$ cat src/rtl/alu_pkg.sv
// Shared opcode encoding and FSM state type for the execute-stage ALU.
package alu_pkg;

    localparam int ALUOP_W = 5;

    localparam logic [ALUOP_W-1:0] ALU_ADD    = 5'd0;
    localparam logic [ALUOP_W-1:0] ALU_SUB    = 5'd1;
    localparam logic [ALUOP_W-1:0] ALU_XOR    = 5'd2;
    localparam logic [ALUOP_W-1:0] ALU_OR     = 5'd3;
    localparam logic [ALUOP_W-1:0] ALU_AND    = 5'd4;
    localparam logic [ALUOP_W-1:0] ALU_SLL    = 5'd5;
    localparam logic [ALUOP_W-1:0] ALU_SRL    = 5'd6;
    localparam logic [ALUOP_W-1:0] ALU_SRA    = 5'd7;
    localparam logic [ALUOP_W-1:0] ALU_SLT    = 5'd8;
    localparam logic [ALUOP_W-1:0] ALU_SLTU   = 5'd9;
    localparam logic [ALUOP_W-1:0] ALU_MUL    = 5'd10;
    localparam logic [ALUOP_W-1:0] ALU_MULH   = 5'd11;
    localparam logic [ALUOP_W-1:0] ALU_MULHSU = 5'd12;
    localparam logic [ALUOP_W-1:0] ALU_MULHU  = 5'd13;
    localparam logic [ALUOP_W-1:0] ALU_DIV    = 5'd14;
    localparam logic [ALUOP_W-1:0] ALU_DIVU   = 5'd15;
    localparam logic [ALUOP_W-1:0] ALU_REM    = 5'd16;
    localparam logic [ALUOP_W-1:0] ALU_REMU   = 5'd17;

    typedef enum logic {
        ST_IDLE = 1'b0,
        ST_ITER = 1'b1
    } alu_state_e;

endpackage

$ cat src/rtl/muldiv_iter.sv
// Iterative multiply/divide engine: shift-add multiply and restoring divide on
// operand magnitudes, one step per cycle, sign correction applied on the done cycle.
module muldiv_iter
    import alu_pkg::*;
#(
    parameter int XLEN = 32
) (
    input  logic               clock,
    input  logic               reset,
    input  logic               start,
    input  logic [ALUOP_W-1:0] op,
    input  logic [XLEN-1:0]    in1,
    input  logic [XLEN-1:0]    in2,
    output logic               done,
    output logic [XLEN-1:0]    result
);

    localparam int CW = $clog2(XLEN) + 1;

    logic              active;
    logic [CW-1:0]     cnt;
    logic [XLEN-1:0]   acc_hi;
    logic [XLEN-1:0]   acc_lo;
    logic [XLEN-1:0]   opnd;
    logic              is_div_q;
    logic              sel_hi_q;
    logic              neg_q;

    logic              s1, s2;
    logic [XLEN-1:0]   mag1, mag2;
    logic              st_div, st_hi, st_neg;
    logic [XLEN:0]     mul_sum;
    logic [XLEN:0]     div_shift;
    logic [XLEN:0]     div_diff;
    logic [2*XLEN-1:0] full, prod;
    logic [XLEN-1:0]   half;

    always_comb begin
        s1 = ((op == ALU_MUL) || (op == ALU_MULH) || (op == ALU_MULHSU) ||
              (op == ALU_DIV) || (op == ALU_REM)) && in1[XLEN-1];
        s2 = ((op == ALU_MUL) || (op == ALU_MULH) ||
              (op == ALU_DIV) || (op == ALU_REM)) && in2[XLEN-1];
        mag1   = s1 ? -in1 : in1;
        mag2   = s2 ? -in2 : in2;
        st_div = (op >= ALU_DIV);
        st_hi  = (op == ALU_MULH) || (op == ALU_MULHSU) || (op == ALU_MULHU) ||
                 (op == ALU_REM) || (op == ALU_REMU);
        // Remainder follows the dividend; everything else follows the operand sign product.
        st_neg = ((op == ALU_REM) || (op == ALU_REMU)) ? s1 : (s1 ^ s2);
    end

    always_comb begin
        mul_sum   = {1'b0, acc_hi} + (acc_lo[0] ? {1'b0, opnd} : '0);
        div_shift = {acc_hi, acc_lo[XLEN-1]};
        div_diff  = div_shift - {1'b0, opnd};
    end

    always_ff @(posedge clock or negedge reset) begin
        if (!reset) begin
            active   <= 1'b0;
            cnt      <= '0;
            acc_hi   <= '0;
            acc_lo   <= '0;
            opnd     <= '0;
            is_div_q <= 1'b0;
            sel_hi_q <= 1'b0;
            neg_q    <= 1'b0;
        end else if (start) begin
            active   <= 1'b1;
            cnt      <= CW'(XLEN);
            acc_hi   <= '0;
            acc_lo   <= st_div ? mag1 : mag2;
            opnd     <= st_div ? mag2 : mag1;
            is_div_q <= st_div;
            sel_hi_q <= st_hi;
            neg_q    <= st_neg;
        end else if (active) begin
            if (cnt == '0) begin
                active <= 1'b0;
            end else begin
                cnt <= cnt - 1'b1;
                if (is_div_q) begin
                    if (!div_diff[XLEN]) begin
                        acc_hi <= div_diff[XLEN-1:0];
                        acc_lo <= {acc_lo[XLEN-2:0], 1'b1};
                    end else begin
                        acc_hi <= div_shift[XLEN-1:0];
                        acc_lo <= {acc_lo[XLEN-2:0], 1'b0};
                    end
                end else begin
                    acc_hi <= mul_sum[XLEN:1];
                    acc_lo <= {mul_sum[0], acc_lo[XLEN-1:1]};
                end
            end
        end
    end

    // Quotient ends in acc_lo, remainder in acc_hi; product spans both.
    always_comb begin
        full = {acc_hi, acc_lo};
        prod = neg_q ? -full : full;
        half = sel_hi_q ? acc_hi : acc_lo;
        if (is_div_q) begin
            result = neg_q ? -half : half;
        end else begin
            result = sel_hi_q ? prod[2*XLEN-1:XLEN] : prod[XLEN-1:0];
        end
        done = active && (cnt == '0);
    end

endmodule

$ cat src/rtl/alu_exec_unit.sv
// Execute-stage ALU: single-cycle integer ops, short-cut DIV/REM corner cases,
// and an iterative MUL/DIV engine behind a two-state FSM and one output register.
module alu_exec_unit
    import alu_pkg::*;
#(
    parameter int XLEN      = 32,
    parameter bit MULDIV_EN = 1'b1
) (
    input  logic               clock,
    input  logic               reset,
    input  logic               io_in_valid,
    output logic               io_in_ready,
    input  logic [XLEN-1:0]    io_alu_in1,
    input  logic [XLEN-1:0]    io_alu_in2,
    input  logic [ALUOP_W-1:0] io_aluop,
    output logic               io_out_valid,
    input  logic               io_out_ready,
    output logic [XLEN-1:0]    io_alu_result,
    output logic               io_zero,
    output logic               io_busy,
    output alu_state_e         dbg_state
);

    localparam int              SHW     = $clog2(XLEN);
    localparam logic [XLEN-1:0] INT_MIN = {1'b1, {(XLEN-1){1'b0}}};

    // Handshake: a transfer happens on a rising edge where valid && ready are both high.
    // Valid never depends on ready; once raised, the output holds until taken.
    // Input ready requires IDLE and a free (or draining) output register.
    alu_state_e      state_q, state_d;
    logic            accept;
    logic            go_iter;
    logic            eng_start, eng_done;
    logic [XLEN-1:0] eng_res;
    logic [XLEN-1:0] basic_res;
    logic [SHW-1:0]  shamt;
    logic            opnd_eq, zero_pend;
    logic            div_zero, div_ovf, signed_div;
    logic            is_mul_op, is_div_op, shortcut;

    assign io_in_ready = (state_q == ST_IDLE) && (!io_out_valid || io_out_ready);
    assign accept      = io_in_valid && io_in_ready;
    assign eng_start   = accept && go_iter;
    assign io_busy     = (state_q == ST_ITER);
    assign dbg_state   = state_q;
    assign shamt       = io_alu_in2[SHW-1:0];
    assign opnd_eq     = (io_alu_in1 == io_alu_in2);

    always_comb begin
        is_mul_op  = (io_aluop >= ALU_MUL) && (io_aluop <= ALU_MULHU);
        is_div_op  = (io_aluop >= ALU_DIV) && (io_aluop <= ALU_REMU);
        signed_div = (io_aluop == ALU_DIV) || (io_aluop == ALU_REM);
        div_zero   = (io_alu_in2 == '0);
        div_ovf    = signed_div && (io_alu_in1 == INT_MIN) && (io_alu_in2 == '1);
        shortcut   = is_div_op && (div_zero || div_ovf);
        go_iter    = MULDIV_EN && (is_mul_op || (is_div_op && !shortcut));
    end

    always_comb begin
        basic_res = '0;
        case (io_aluop)
            ALU_ADD:  basic_res = io_alu_in1 + io_alu_in2;
            ALU_SUB:  basic_res = io_alu_in1 - io_alu_in2;
            ALU_XOR:  basic_res = io_alu_in1 ^ io_alu_in2;
            ALU_OR:   basic_res = io_alu_in1 | io_alu_in2;
            ALU_AND:  basic_res = io_alu_in1 & io_alu_in2;
            ALU_SLL:  basic_res = io_alu_in1 << shamt;
            ALU_SRL:  basic_res = io_alu_in1 >> shamt;
            ALU_SRA:  basic_res = $signed(io_alu_in1) >>> shamt;
            ALU_SLT:  basic_res = {{(XLEN-1){1'b0}}, $signed(io_alu_in1) < $signed(io_alu_in2)};
            ALU_SLTU: basic_res = {{(XLEN-1){1'b0}}, io_alu_in1 < io_alu_in2};
            ALU_DIV, ALU_DIVU: begin
                if (MULDIV_EN && div_zero)     basic_res = '1;
                else if (MULDIV_EN && div_ovf) basic_res = INT_MIN;
            end
            ALU_REM, ALU_REMU: begin
                // Overflowing REM yields 0, which is already the default.
                if (MULDIV_EN && div_zero) basic_res = io_alu_in1;
            end
            default:  basic_res = '0;
        endcase
    end

    always_ff @(posedge clock or negedge reset) begin
        if (!reset) state_q <= ST_IDLE;
        else        state_q <= state_d;
    end

    always_comb begin
        state_d = state_q;
        case (state_q)
            ST_IDLE: if (eng_start) state_d = ST_ITER;
            ST_ITER: if (eng_done)  state_d = ST_IDLE;
            default: state_d = ST_IDLE;
        endcase
    end

    always_ff @(posedge clock or negedge reset) begin
        if (!reset) begin
            io_out_valid  <= 1'b0;
            io_alu_result <= '0;
            io_zero       <= 1'b0;
            zero_pend     <= 1'b0;
        end else begin
            if (accept && !go_iter) begin
                io_out_valid  <= 1'b1;
                io_alu_result <= basic_res;
                io_zero       <= opnd_eq;
            end else if ((state_q == ST_ITER) && eng_done) begin
                io_out_valid  <= 1'b1;
                io_alu_result <= eng_res;
                io_zero       <= zero_pend;
            end else if (io_out_ready) begin
                io_out_valid <= 1'b0;
            end
            // Zero flag of an iterative op waits here so the visible flag stays tied to its result.
            if (accept) zero_pend <= opnd_eq;
        end
    end

    if (MULDIV_EN) begin : g_muldiv
        muldiv_iter #(.XLEN(XLEN)) u_muldiv (
            .clock  (clock),
            .reset  (reset),
            .start  (eng_start),
            .op     (io_aluop),
            .in1    (io_alu_in1),
            .in2    (io_alu_in2),
            .done   (eng_done),
            .result (eng_res)
        );
    end else begin : g_no_muldiv
        assign eng_done = 1'b0;
        assign eng_res  = '0;
    end

endmodule

$ cat config.mk
export PLATFORM = sky130hd
export DESIGN_NAME = alu_exec_unit
export DESIGN_NICKNAME = d
export VERILOG_FILES = /design/src/rtl/alu_pkg.sv /design/src/rtl/muldiv_iter.sv /design/src/rtl/alu_exec_unit.sv
export SDC_FILE = /design/constraint.sdc
export NUM_CORES = 1
export LEC_CHECK = 0
export CAP_MARGIN = 30
export CORE_ASPECT_RATIO = 0.5
export CORE_MARGIN = 8
export CORE_UTILIZATION = 35
export CTS_CLUSTER_DIAMETER = 120
export DETAILED_ROUTE_END_ITERATION = 8
export PLACE_DENSITY = 0.48
export SETUP_SLACK_MARGIN = 0.4
export SLEW_MARGIN = 10
export SYNTH_ARGS = -nofsm -noshare
export SYNTH_HDL_FRONTEND = slang
export SYNTH_SLANG_ARGS = --single-unit
$ cat constraint.sdc
create_clock -name clock -period 9.05 [get_ports clock]
set_input_delay 0.905 -clock clock [delete_from_list [all_inputs] [get_ports clock]]
set_output_delay 0.905 -clock clock [all_outputs]
set_load 0.1 [all_outputs]
# After elaboration in Yosys (flattened, before gate mapping)
# Cells that the tools add are included.
[totals]
ff_bits = 142
input_bits = 73
out_inout_bits = 37
elab_cells = 139
[classes]
add_sub_neg = 9
magnitude_cmp = 6
eq_ne = 21
shifts = 3
n_mux = 41
bitwise = 5
n_reduce_logical = 41
[op_table]
columns = ["cell", "n"]
rows = [
  ["2-to-1 mux 32 bit", 23],
  ["one-hot mux 32 bit (12 select lines)", 1],
  ["negator 32 bit", 3],
  ["equality test 32 bit, second input constant", 2],
  ["less-than comparator 32 bit", 2],
  ["2-to-1 mux 64 bit", 1],
  ["negator 64 bit", 1],
  ["equality test 5 x 4 -> 1 bit, second input constant", 8],
  ["adder 32 x 33 -> 33 bit", 1],
  ["subtractor 33 x 32 -> 33 bit", 1],
  ["adder 32 bit", 1],
  ["AND 32 bit", 1],
  ["equality test 32 bit", 1],
  ["logical NOT 32 bit", 1],
  ["bitwise OR 32 bit", 1],
  ["left shift 32 x 5 -> 32 bit", 1],
  ["right shift 32 x 5 -> 32 bit", 1],
  [">>> shifter 32 x 5 -> 32 bit", 1],
  ["subtractor 32 bit", 1],
  ["XOR 32 bit", 1],
  ["equality test 5 x 3 -> 1 bit, second input constant", 4],
  ["2-to-1 mux 6 bit", 3],
  ["logical OR 1 bit", 15],
  ["logical AND 1 bit", 14],
  ["19 further kinds", 37],
]

# Depth between registers and ports, before layout
[depth]
word_depth = 12
mapped_depth = 19
ltp_nobuf = 14

# By module
# A second synthesis with hierarchy kept.
[unflattened]
hier_cells = 3506
area_unflattened_um2 = 24763.8
[by_module_without_submodules]
columns = ["mod", "n_inst", "cells_per_inst", "area_per_inst_um2", "seq_area_each_um2"]
rows = [
  ["muldiv_iter", 1, 1877, 13749.4, 2652.5],
  ["alu_exec_unit", 1, 1629, 11014.3, 900.9],
]

# Worst setup path before layout
# No wires, ideal clock.
[synth_timing]
path_type = "input to register"
startpoint = "input port io_alu_in2[2]"
endpoint = "register io_alu_result[23]"
setup_time_ps = 126
t_arrival_ps = 5114
t_required_ps = 8924
slack_ps = 3810
stages = 17
path_buffers = 5
cell_sequence = "clkbuf_1 > inv_2 > buf_1 > buf_1 > buf_1 > ha_1 > clkbuf_1 > o21ai_0 > o21bai_1 > o21ai_0 > o21ai_0 > a21oi_1 > nor4_1 > a2111oi_0 > mux2i_1 > a31oi_1 > a221o_1"
[synth_via]
elab_chain_len = 10
elab_cells_between_ends = 20
cone_classes = "add/sub: 2; eq/ne: 1; shift: 3; mux: 4; reduce/logical: 10"
[synth_rtl]
columns = ["element", "line_no", "source"]
rows = [
  ["start, declared", "alu_exec_unit.sv:14", "input logic [XLEN-1:0] io_alu_in2,"],
  ["parallel branches: the longest is 10 deep, another holds subtractor 32 bit", "n/a", ""],
  ["end signal, assigned", "alu_exec_unit.sv:107", "io_alu_result <= basic_res;"],
  ["end signal, assigned", "alu_exec_unit.sv:111", "io_alu_result <= eng_res;"],
  ["end, declared", "alu_exec_unit.sv:18", "output logic [XLEN-1:0] io_alu_result,"],
]
# Parallel ways; which one is timed is not known.
# A chain may end at the register's enable or synchronous reset.

# Worst setup path in the final report
[layout_timing]
startpoint = "input port io_alu_in2[3]"
endpoint = "register io_alu_result[30]"
# The elaborated chain is that of the path after synthesis.

==> metrics.md <==
| Metric | Value |
|---|---|
| Postcts setup bufs | 0 |
| Clock H-tree levels | 4 |
| WL per Instance | 28.79 um |
| Final setup viols | 0 |
| Mapped cell area | between 20000 and 25000 sq um |
| Pwr/cell area | 317.2 nW/um^2 |
| Vias in the first global route | between 20000 and 30000 |
| Reg power frac | approximately 18% |
| Max Cap Viol | 0 |
| Top_reg_cell synth | dfrtp_1 |
| Grt met3 use | 5.860% |
| Post-DP HPWL | 91640 um |
| Syn Area/Cell | around 7.2 sq um |
| Fin nets | around 3500 |
| Final critical-path required period | 5.465 ns |
| Critical-path top delay cell | o31ai_1 |
| Unrepaired setup endpoints after global routing | false |
| Ranking of synthesized cells by instance count | 380 x nor2_1, 282 x o21ai_0, 264 x nand2_1 |
| Pre-antenna DRT Iters | 8 |
| Layout cell share with drive strength beyond 1 | 6.273% |
| Die H | ~200 um |
| Leak | roughly 11 nW |
| Core Area | 68830 sq um |
| Setup tns final | 0 ns |
| Slew margin rel. | around 28% |
| Worst clock skew | between 0.009 and 0.01 ns |
| Clock buffer depth | 2 |
| Antenna violations before repair | 5 |
| Final Hold Viols | 0 |
| R2r setup slk | 4.20 ns |
| Outcome | complete, no violations |
| GR Util All Layers | between 20 and 30% |
| Global-route wire length before repair | between 150000 and 200000 um |
| Synth Net Count | around 3600 |
| Synth area leaders | dfrtp_1 15%, ha_1 9.0%, mux2i_1 7.2%, nor2_1 5.9%, o21ai_0 5.8% |
| Die footprint | slightly below 80000 sq um |
| FFs w/ async S/R, synth | 100.0% |
| Sw Pwr | roughly 0.0047 W |
| Crit path cell chain | buf_2, buf_4, inv_2, buf_4, ha_1, o21ai_0, o21a_1, o31ai_1, a31oi_1, o41ai_1, a21o_1, a31oi_1, mux2i_1, o221ai_1, a21o_1 |
| Max incr delay on CP | about 0.8 ns |
| Root buffer cell | clkbuf_16 |
| Sw Ratio | 55.85% |
| Synth area leader | dfrtp_1 |
| Vias per cell | 6.389 |
| Tcrit/Tclk final | roughly three fifths |
| CTS Buf Count | 17 |
| Row cnt | 68 |
| Startpoint types | input pin |
| Crit path capture type | flip-flop |
| Post-synth cell types | 84 |
| CTS resizes | 0 |
| Share of the yosys chip area belonging to registers | 14.64% |
| Initial Utilization | around a third |
| Inst Count DP | about 4200 |
| Min-delay worst type | input pin to asynchronous set/reset pin |
| Combinational Power Share | about 73% |
| Gr busiest metal | met2 |
| Critical path class | input pin to flip-flop |
| Crit Path Max Fanout | 64 |
| Slew Limit Fails | 0 |
| Syn-to-layout area delta | 9.783% |
| Clock latency on the worst-skew pair | about 0.45 ns |
| Yosys top cell area share | approximately 15% |
| Antenna viol nets, final | 0 |
| Routability congestion estimate | approximately 1 |
| CTS hold repair buffers | 0 |
| Met1 demand-to-capacity share in global routing | 42.42% |
| Cell count after synthesis | around 3400 |
| Global route overflow | 0 |
| Number of synthesized flops with an enable pin | 0 |
| Residual DRC | 0 |
| Slew @ Worst Pin | around 1.1 ns |
| Die W | about 390 um |
| Yosys warns | 0 |
| Routed vias | about 27000 |
| Finished Layout Cells | 4195 |
| CTS tree | built |
| Largest net degree at the start of global routing | 82 |
| IO Pins | 110 |
| Worst EP required | 9.39 ns |
| Clock share of power | 8.9% |
| Worst VDD drop | 0.0002316 V |
| Critical Path AT | between 5 and 6 ns |
| FMAX | roughly 180 MHz |
| Top-count cell post-synth | nor2_1 |
| P_int | approximately 0.0037 W |
| PortBufs | around 110 |
| First DRT Iteration DRCs | 3087 |
| Worst-path clk slew | 0.07 ns |
| Yosys reg bits | 142 |
| Total routed wirelength | between 100000 and 150000 um |
| CTS sink cnt | ~140 |
| Met2 Track Usage GR | a little over two fifths |
==> area by class of cell <==
cell class,count,area (sq um)
antenna,1,2.502
clock buffer,24,491.7
clock inverter,6,107.6
fill,7311,42180
inverter,150,563.0
multi-input combinational,2780,19110
sequential,142,3562
tap,910,1139
timing repair buffer,182,1669
==> state kept, by name, indices dropped and copies added, names as in the netlist, 6 cells and up <==
name                      count
g_muldiv.u_muldiv.acc_lo     32
io_alu_result                32
g_muldiv.u_muldiv.cnt         6
g_muldiv.u_muldiv.opnd       32
g_muldiv.u_muldiv.acc_hi     32
==> power by group through the flow <==
stage | Clock [W] | Combinational [W] | Sequential, W
after CTS | 0.000771 | 0.00611 | 0.00152
after detailed placement | 0 | 0.00606 | 0.00153
after global routing | 0.000790 | 0.00670 | 0.00158
after floorplan | 0 | 0.00433 | 0.00164
final | 0.000752 | 0.00617 | 0.00153
after global placement | 0 | 0.00605 | 0.00153
==> logic make-up (layout without fill, tap and decap cells) <==
| kind of cell | Yosys count | count (layout) | synth area share (%) |
|---|---|---|---|
| fa+ha+maj | 179 | 179 | 9.350 |
| flops | 142 | 142 | 14.64 |
| other cells | 0 | 1 | 0 |
| buf+inv | 439 | 362 | 6.912 |
| simple gates | 1068 | 1068 | 20.71 |
| mux | 228 | 228 | 11.67 |
| xor+xnor | 212 | 212 | 7.649 |
| compound gates | 1093 | 1093 | 29.07 |
==> worst paths after layout <==
| path | start | end | cells after the start |
|---|---|---|---|
| max | io_alu_in2[3] | io_alu_result[30] | 15 |
| min | reset | io_alu_result[6] | 1 |
| max reg2reg | g_muldiv.u_muldiv.acc_lo[31] | g_muldiv.u_muldiv.acc_hi[9] | 15 |
| min reg2reg | zero_pend | zero_pend | 2 |
| max in group asynchronous | reset | g_muldiv.u_muldiv.opnd[28] | 3 |
| min in group clock | zero_pend | zero_pend | 2 |
==> routing by layer <==
layer	vias up	wire length (um)
met5	-	41
met4	6	3002
met3	189	10940
met2	1268	50830
met1	13180	55950
li1	12160	-
==> metrics by stage <==
stage | power [W] | hold slack (ns) | utilization [%] | area [sq um] | setup WS (ns)
finish | 0.008452 | 0.4798 | 38.72 | 26650 | 3.585
global route | 0.009071 | 0.5240 | 38.72 | 26650 | 3.462
CTS | 0.008400 | 0.4939 | 38.66 | 26610 | 3.769
detailed placement | 0.007588 | 0.4799 | 37.78 | 26010 | 3.295
global placement | 0.007580 | 0.4653 | 37.67 | 25930 | 3.386
floorplan | 0.005964 | 0.4492 | - | 24270 | 3.810
==> placed cells by master, fill, tap and decap left out, types with 55 or more instances in the layout <==
cell and instances:
nor2_1 377, nand2_1 264, nand3_1 75, nor3_1 76, a211oi_1 55, clkdlybuf4s50_1 103
ha_1 175, a21oi_1 256, inv_1 144, dfrtp_1 139, xor2_1 75, mux2i_1 174
buf_4 66, o21ai_0 282, xnor2_1 136, a21o_1 56
==> critical path: cells and delay by family <==
family                   cells  cell delay [ns]
adder cells (fa/ha/maj)      1             0.55
AO/OA/AOI/OAI                9             3.10
multiplexers                 1             0.18
buffers and inverters        4             1.02
Power figures use the tool's default switching activity.
